## src/rtl/axi_rd_arbiter.sv

```systemverilog
// Two-master, one-slave AXI4-Lite read-channel arbiter.
// Round-robin AR arbitration with a grant lock that holds the slave-visible
// address stable until its handshake. An in-order ID FIFO records the owner
// of each accepted read, and R responses are steered back to that owner.
// The AR and R paths are purely combinational.
module axi_rd_arbiter #(
    parameter int MAX_OUTST  = 2,
    parameter int ADDR_WIDTH = 32,
    parameter int DATA_WIDTH = 32
) (
    input  logic                  clk,
    input  logic                  reset,
    // master 0 (fetch)
    input  logic [ADDR_WIDTH-1:0] m0_araddr,
    input  logic [2:0]            m0_arprot,
    input  logic                  m0_arvalid,
    output logic                  m0_arready,
    output logic [DATA_WIDTH-1:0] m0_rdata,
    output logic [1:0]            m0_rresp,
    output logic                  m0_rvalid,
    input  logic                  m0_rready,
    // master 1 (load/store)
    input  logic [ADDR_WIDTH-1:0] m1_araddr,
    input  logic [2:0]            m1_arprot,
    input  logic                  m1_arvalid,
    output logic                  m1_arready,
    output logic [DATA_WIDTH-1:0] m1_rdata,
    output logic [1:0]            m1_rresp,
    output logic                  m1_rvalid,
    input  logic                  m1_rready,
    // slave
    output logic [ADDR_WIDTH-1:0] s_araddr,
    output logic [2:0]            s_arprot,
    output logic                  s_arvalid,
    input  logic                  s_arready,
    input  logic [DATA_WIDTH-1:0] s_rdata,
    input  logic [1:0]            s_rresp,
    input  logic                  s_rvalid,
    output logic                  s_rready
);

    localparam int PW = (MAX_OUTST > 1) ? $clog2(MAX_OUTST) : 1;
    localparam int CW = $clog2(MAX_OUTST + 1);
    localparam logic [CW-1:0] FULL_CNT = CW'(MAX_OUTST);
    localparam logic [PW-1:0] LAST_PTR = PW'(MAX_OUTST - 1);

    logic                 lock;
    logic                 lock_id;
    logic                 rr_prio;
    logic [MAX_OUTST-1:0] fifo;
    logic [PW-1:0]        wr_ptr;
    logic [PW-1:0]        rd_ptr;
    logic [CW-1:0]        count;

    logic grant;
    logic grant_vld;
    logic full;
    logic empty;
    logic head;
    logic ar_ok;
    logic push;
    logic pop;

    assign full  = (count == FULL_CNT);
    assign empty = (count == '0);
    assign head  = fifo[rd_ptr];

    // Grant selection: a locked grant wins, otherwise a lone requester, otherwise rr_prio.
    always_comb begin
        grant     = 1'b0;
        grant_vld = 1'b0;
        if (lock) begin
            grant     = lock_id;
            grant_vld = 1'b1;
        end else if (m0_arvalid && !m1_arvalid) begin
            grant     = 1'b0;
            grant_vld = 1'b1;
        end else if (m1_arvalid && !m0_arvalid) begin
            grant     = 1'b1;
            grant_vld = 1'b1;
        end else if (m0_arvalid && m1_arvalid) begin
            grant     = rr_prio;
            grant_vld = 1'b1;
        end
    end

    // Reset gates the AR side so every output reads 0 while reset is held,
    // even if a master keeps arvalid asserted.
    assign ar_ok = grant_vld && !full && !reset;

    assign s_araddr   = grant ? m1_araddr : m0_araddr;
    assign s_arprot   = grant ? m1_arprot : m0_arprot;
    assign s_arvalid  = ar_ok && (grant ? m1_arvalid : m0_arvalid);
    assign m0_arready = ar_ok && !grant && s_arready;
    assign m1_arready = ar_ok &&  grant && s_arready;

    // R path: data/resp fan out to both; valid and ready follow the FIFO head.
    assign m0_rdata  = s_rdata;
    assign m1_rdata  = s_rdata;
    assign m0_rresp  = s_rresp;
    assign m1_rresp  = s_rresp;
    assign m0_rvalid = !empty && !head && s_rvalid;
    assign m1_rvalid = !empty &&  head && s_rvalid;
    assign s_rready  = !empty && (head ? m1_rready : m0_rready);

    assign push = s_arvalid && s_arready;
    assign pop  = s_rvalid && s_rready;

    // Arbitration state: lock the grant while the slave stalls, rotate priority on handshake.
    always_ff @(posedge clk or posedge reset) begin
        if (reset) begin
            lock    <= 1'b0;
            lock_id <= 1'b0;
            rr_prio <= 1'b0;
        end else if (push) begin
            lock    <= 1'b0;
            rr_prio <= ~grant;
        end else if (s_arvalid) begin
            lock    <= 1'b1;
            lock_id <= grant;
        end
    end

    // In-order owner FIFO: push on AR handshake, pop on R handshake.
    always_ff @(posedge clk or posedge reset) begin
        if (reset) begin
            fifo   <= '0;
            wr_ptr <= '0;
            rd_ptr <= '0;
            count  <= '0;
        end else begin
            if (push) begin
                fifo[wr_ptr] <= grant;
                wr_ptr       <= (wr_ptr == LAST_PTR) ? '0 : wr_ptr + PW'(1);
            end
            if (pop) begin
                rd_ptr <= (rd_ptr == LAST_PTR) ? '0 : rd_ptr + PW'(1);
            end
            case ({push, pop})
                2'b10:   count <= count + CW'(1);
                2'b01:   count <= count - CW'(1);
                default: count <= count;
            endcase
        end
    end

endmodule

```

## config.mk

```make
export PLATFORM = sky130hd
export DESIGN_NAME = axi_rd_arbiter
export DESIGN_NICKNAME = d
export VERILOG_FILES = /design/src/rtl/axi_rd_arbiter.sv
export SDC_FILE = /design/constraint.sdc
export NUM_CORES = 1
export LEC_CHECK = 0
export ABC_AREA = 0
export CORE_MARGIN = 10
export CORE_UTILIZATION = 22
export CTS_CLUSTER_SIZE = 14
export DETAILED_ROUTE_END_ITERATION = 7
export PLACE_DENSITY = 0.81
export SLEW_MARGIN = 10
export SYNTH_ARGS = -nofsm -noshare
export SYNTH_HDL_FRONTEND = slang
export SYNTH_SLANG_ARGS = --single-unit
```

## constraint.sdc

```tcl
create_clock -name clk -period 1.67 [get_ports clk]
set_clock_uncertainty 0.05 [all_clocks]
set_input_delay 0.2505 -clock clk [delete_from_list [all_inputs] [get_ports clk]]
set_output_delay 0.2505 -clock clk [all_outputs]
set_load 0.005 [all_outputs]
```

==> out/qor.yml, run 1 <==
yosys_register_bits: 9
r2r_slack_ps: -90
wl_um: 6300
rsz0062_at_grt: "true"
fin_crit_ps: 2030
nFillCells: 649
dp_slack_ps: -753
hpwl_um: 4730
mappedNetlistArea_mm2: 0.00152
critPathLaunchType: "flop"
cellPowerDensity_mw_per_mm2: 1040
p_seq_share_pct: 13.6
status: "finished with violations"
setup-violations-final: 39
cts_max_path_buffers: 2
ys_warn_count: 0
grt_pass1_vias: 1672
multi_input_area_um2: 923
port-buffer-count: 118
power.leakage_nw: 1.36
slew_viol_final: 0
drive_gt1_share_pct: 54.1
pwr-share-clk_pct: 8.2
gp_congestion: 0.733
hp-class: "in -> out"
ys_seq_area_share_pct: 14.8
gr-total-overflow: 0
vias: 1460
grt_max_degree: 10
cts_root_buf: "clkbuf_8"
die-height_um: 103
antenna_found_initial: 0
grt_pass1_wl_um: 8900
drc: 0
regArea_um2: 226
ioPinCount: 221
maxCapViolations: 0
first_iter_violations: 8
synth_nets: 281
synth_cell_types: 27
finalSetupTns_ps: -9880
cts_sinks: 9
max_freq_mhz: 494
syn_inst: 168
wl_per_cell_um: 18.8
htree_num_levels: 1
postRouteAntennaNets: 0
cts_buffers: 3
utilization_pct: 43.1
clock_latency_ps: 230
start_util_pct: 22.5
dr.pass1.iters: 4
tightest_slew_ps: 528
hold_violations: 0
p_int_mw: 2.03
worst_slack_ps: -355
area_growth_pct: 91.9
synth_area_leaders: "buf_4, mux2_2, dfrtp_1"
irDropWorstVdd_mv: 0.301
nets: 369
via_per_inst: 4.36
design.die.area_mm2: 0.0106
die_w_um: 103
syn_area_per_cell_um2: 9.03
violations: "setup timing"
critical_path_arrival_ps: 1720
p_sw_mw: 1.01
power_frac_comb_pct: 78.2
synth_top_area_cell: "buf_4"
diodes: 0
relSlewSlack_pct: 64.5
timing.final.crit_share_pct: 121
required_ps: 1370
crit_type: "reg -> out"
core_area_mm2: 0.00676
grt_usage_pct: 10.9
swShare_pct: 33.1
tritoncts: "built"
post-synth-top-area-fraction_pct: 35.1
cp_max_fo: 6
crit_path_end_kind: "output port"
num_rows: 30
cts_hold_buf: 0
clk_pin_slew_ps: 40
finalPower_mw: 3.04
-- final cells by class --
class | instances | share of cell area [%]
sequential | 9 | 7.77
multi-input combinational | 82 | 31.7
inverter | 3 | 0.387
timing repair buffer | 157 | 55.2
tap | 80 | 3.44
clock buffer | 4 | 1.55
-- worst max-delay path: stages (launching register included) --
cell,delay [ps]
dfrtp_2,440
o21a_4,250
buf_12,130
buf_12,120
buf_16,130
mux2_4,300
buf_6,120
-- power groups by stage --
stage          Combinational [mW]  Sequential (mW)  Clock, mW
2_1_floorplan               0.893            0.393          0
3_3_place_gp                 1.70            0.385          0
3_5_place_dp                 1.74            0.392          0
4_1_cts                      2.37            0.403      0.255
5_1_grt                      2.54            0.420      0.270
6_report                     2.38            0.412      0.250
-- sequential cells by signal (all words and copies together) (netlist names) --
| register | count |
|---|---|
| rr_prio | 1 |
| lock | 1 |
| wr_ptr | 1 |
| fifo | 2 |
| count | 2 |
| lock_id | 1 |
| rd_ptr | 1 |
-- stage by stage --
step / hold WS, ps / instance area [um^2] / std cells
detailed placement: 447 / 2430 / 317
CTS: 451 / 2890 / 334
global route: 451 / 2910 / 335
floorplan: 36.4 / 1520 / 168
global placement: 438 / 2430 / 317
finish: 451 / 2910 / 335
-- metal layers --
layer	share of wire, %	GRT usage (%)	vias to the layer above
li1	-	-	672
met1	34	11.2	685
met2	52	19.0	87
met3	12	5.23	16
met4	2.0	3.21	0
met5	0	0	-
-- cells in the mapped netlist --
| master | n |
|---|---|
| nand2_1 | 5 |
| buf_6 | 1 |
| o21a_4 | 1 |
| inv_1 | 2 |
| o21ai_2 | 1 |
| a31oi_1 | 3 |
| o31ai_1 | 3 |
| xnor2_1 | 3 |
| nand2b_1 | 1 |
| mux2_4 | 6 |
| nand3_1 | 1 |
| buf_2 | 1 |
| buf_8 | 1 |
| buf_4 | 71 |
| o2bb2ai_1 | 2 |
| nor3_1 | 3 |
| ha_1 | 1 |
| mux2i_1 | 3 |
| a21oi_1 | 3 |
| xor2_1 | 2 |
| inv_2 | 1 |
| nor2_1 | 7 |
| and2_1 | 1 |
| nor2b_1 | 3 |
| dfrtp_1 | 9 |
| o21ai_0 | 4 |
| mux2_2 | 29 |
-- worst paths after layout --
kind / end / cells after the start / start
max in group asynchronous: lock / 4 / reset
min in group asynchronous: count[1] / 4 / reset
worst min register to register: wr_ptr / 1 / wr_ptr
worst max register to register: count[1] / 7 / rd_ptr
worst max-delay path: s_araddr[17] / 6 / lock
worst min-delay path: m0_rdata[13] / 0 / s_rdata[13]
-- repair_timing --
item                       in CTS  in global routing
setup endpoints to repair      43                 43
resized for setup             256                  9
gates cloned                    3                  0
setup buffers                  13                  4
pin swaps                       7                  7
-- cells by family (layout without fill, tap and decap cells) --
| group | count (synthesis) | count (layout) | synth area share [%] |
|---|---|---|---|
| and+or+nand+nor | 21 | 21 | 6.35 |
| DFF | 9 | 9 | 14.8 |
| AOI/OAI and AO/OA | 17 | 17 | 7.75 |
| adders and majority gates | 1 | 1 | 0.824 |
| buffers and inverters | 77 | 164 | 37.9 |
| xor gates and xnor gates | 5 | 5 | 2.89 |
| muxes | 38 | 38 | 29.4 |
-- cell usage in the layout, fill, tap and decap left out, drive strengths merged --
| cell | count |
|---|---|
| a21oi | 3 |
| a31oi | 3 |
| and2 | 1 |
| buf | 79 |
| clkbuf | 4 |
| clkdlybuf4s15 | 1 |
| clkdlybuf4s50 | 75 |
| dfrtp | 9 |
| dlygate4sd2 | 2 |
| ha | 1 |
| inv | 3 |
| mux2 | 35 |
| mux2i | 3 |
| nand2 | 5 |
| nand2b | 1 |
| nand3 | 1 |
| nor2 | 7 |
| nor2b | 3 |
| nor3 | 3 |
| o21a | 1 |
| o21ai | 5 |
| o2bb2ai | 2 |
| o31ai | 3 |
| xnor2 | 3 |
| xor2 | 2 |
Note: power is estimated with default switching activity, not from simulation.
==> inputs of run 2 (changes only) <==
Settings changed: CORE_ASPECT_RATIO set to 1.75.
Clock period 1.67 ns to 1.76 ns, I/O delays scaled along.
==> run 2 against run 1 <==
The flow still finishes with violations (setup timing). Die area up 1.2%. Sequential power is 9.7% lower. Count of clock-buffer cells in the layout unchanged. Utilization decreased by 0.78 points. Sequential cell count did not move. Final area down 1.1%. Critical path depth rose by 1. Hold slack better by 5.2 ps. Sequential share of layout area up 0.084 points. First-iteration DRC count rose by 50%. Critical path type unchanged. Highest routed layer unchanged.
==> out/qor.yml, run 2 (synthesis results as in run 1) <==
status: "finished with violations"
violations: "setup timing"
reg.largest.list: "count (2), fifo (2)"
antenna_found_initial: 0  # unchanged
cp_cell_sequence: "o21ai_2, o21a_4, buf_12, clkbuf_16, buf_4, mux2_4, buf_6"
cellPowerDensity_mw_per_mm2: 1040  # -0.29%
power_frac_comb_pct: 74.2  # -4.0 points
vias: 1542  # +5.6%
grt_pass1_vias: 1868  # +12%
hp-class: "reg -> reg"
worst_slack_ps: -309  # +46.4 ps
start_util_pct: 22.3  # -0.17 points
nFillCells: 667  # +2.8%
design.die.area_mm2: 0.0108  # +1.2%
postRouteAntennaNets: 0  # unchanged
crit_type: "reg -> out"
nets: 378  # +2.4%
cp_top_family: "buffers and inverters"
crit_slowest_cell: "dfrtp_1"
grt_max_degree: 11  # +1
slowest_delay_ps: 380  # -60 ps
die_w_um: 82.8  # -20%
gp_congestion: 0.781  # +6.5%
p_seq_share_pct: 12.4  # -1.2 points
max_freq_mhz: 483
maxCapViolations: 0  # unchanged
wl_per_cell_um: 21.8  # +16%
dp_slack_ps: -735  # +18.0 ps
num_rows: 40  # +33%
critPathLaunchType: "flop"
irDropWorstVdd_mv: 0.376  # +25%
cts_buffers: 3  # unchanged
cts_root_buf: "clkbuf_16"
p_sw_uw: 963  # -4.2%
clock_latency_ps: 240  # about the same
dr.pass1.iters: 4  # unchanged
pwr-share-clk_pct: 13.4  # +5.2 points
cts_max_path_buffers: 2  # unchanged
final_cell_mix: "clkdlybuf4s50_1, buf_4, mux2_4, buf_6, buf_2"
die-height_um: 130  # +26%
setup-violations-final: 37  # -5.1%
critical_path_arrival_ps: 1750  # +30 ps
port-buffer-count: 118  # unchanged
crit_path_end_kind: "output port"
holdWs_ps: 456  # +5.16 ps
swShare_pct: 32.1  # -0.95 points
rsz0062_at_grt: "true"
cp_max_fo: 5  # -1
clk_pin_slew_ps: 40  # about the same
postPlaceCellArea_mm2: 0.00246  # +1.2%
timing.critical_path.buf_inv: 4  # unchanged
htree_num_levels: 1  # unchanged
tightest_slew_ps: 270  # -258 ps
drc: 0  # unchanged
hpwl_um: 6260  # +32%
power.leakage_nw: 1.34  # -1.6%
area_growth_pct: 89.9
wl_um: 7590  # +21%
gr-total-overflow: 0  # unchanged
slew_viol_final: 0  # unchanged
timing.final.crit_share_pct: 118
grt_pass1_wl_um: 10200  # +15%
core_area_mm2: 0.00681  # +0.74%
hold_violations: 0  # unchanged
tritoncts: "built"
relSlewSlack_pct: 81.5  # +17 points
stdcell_area_mm2: 0.00288  # -1.1%
p_int_mw: 2.03  # about the same
first_iter_violations: 12  # +4
fin_crit_ps: 2070
required_ps: 1450  # +80 ps
cts_sinks: 9  # unchanged
drive_gt1_share_pct: 54.5  # +0.43 points
via_per_inst: 4.43  # +1.7%
layout_commonest_cell: "clkdlybuf4s50_1"
diodes: 0  # unchanged
grt_usage_pct: 12.9  # +2.0 points
ioPinCount: 221  # unchanged
## run 2: changes by cell type in the layout (fill, tap and decap cells not counted), sizes merged
cell,before,now
clkbuf,4,11
buf,79,81
## run 2: what timing repair did
action	4_1_cts	5_1_grt
cloned	1	2
gates resized for setup	173	63
pin swaps	6	8
setup endpoints to repair	43	41
hold endpoints to repair	0	0
buffers inserted	15	9
hold buffers	0	0
## run 2: final cells by class
cell class	instances	area [um^2]	area share, %
clock buffer	4	78.8	2.74
inverter	3	11.3	0.391
multi-input combinational	82	892	31.0
sequential	9	226	7.86
tap	84	105	3.65
timing repair buffer	166	1570	54.4
## run 2: power groups by stage
stage               Combinational, mW  Clock (mW)  Sequential (mW)
finish                           2.22       0.402            0.372
global route                     2.39       0.423            0.385
CTS                              1.92       0.411            0.365
detailed placement               1.72           0            0.361
global placement                 1.68           0            0.356
floorplan                       0.848           0            0.373
## run 2: worst paths after layout
path | start | endpoint | slack (ps) | depth (start not counted)
worst max-delay path | rr_prio | s_araddr[5] | -310 | 7
worst min-delay path | wr_ptr | wr_ptr | 460 | 1
worst max register to register | lock_id | count[1] | -20 | 8
worst min register to register | wr_ptr | wr_ptr | 460 | 1
max in group asynchronous | reset | lock | 1020 | 4
min in group asynchronous | reset | fifo[1] | 490 | 4
## run 2: through the flow
stage / cells / setup TNS (ps) / power (mW) / utilization, %
floorplan: 168 / 0 / 1.22 / -
global placement: 321 / -25270 / 2.04 / 36.2
detailed placement: 321 / -26460 / 2.09 / 36.2
CTS: 341 / -9380 / 2.70 / 39.4
global route: 348 / -10340 / 3.20 / 42.3
finish: 348 / -8360 / 3.00 / 42.3
## run 2: routing by layer
| layer | vias to the layer above | wire length (um) | global-route usage [%] |
|---|---|---|---|
| met2 | 125 | 3850 | 21.7 |
| met1 | 691 | 1830 | 8.70 |
| met5 | - | 0 | 0 |
| met4 | 0 | 295 | 6.73 |
| li1 | 691 | - | - |
| met3 | 35 | 1620 | 12.6 |
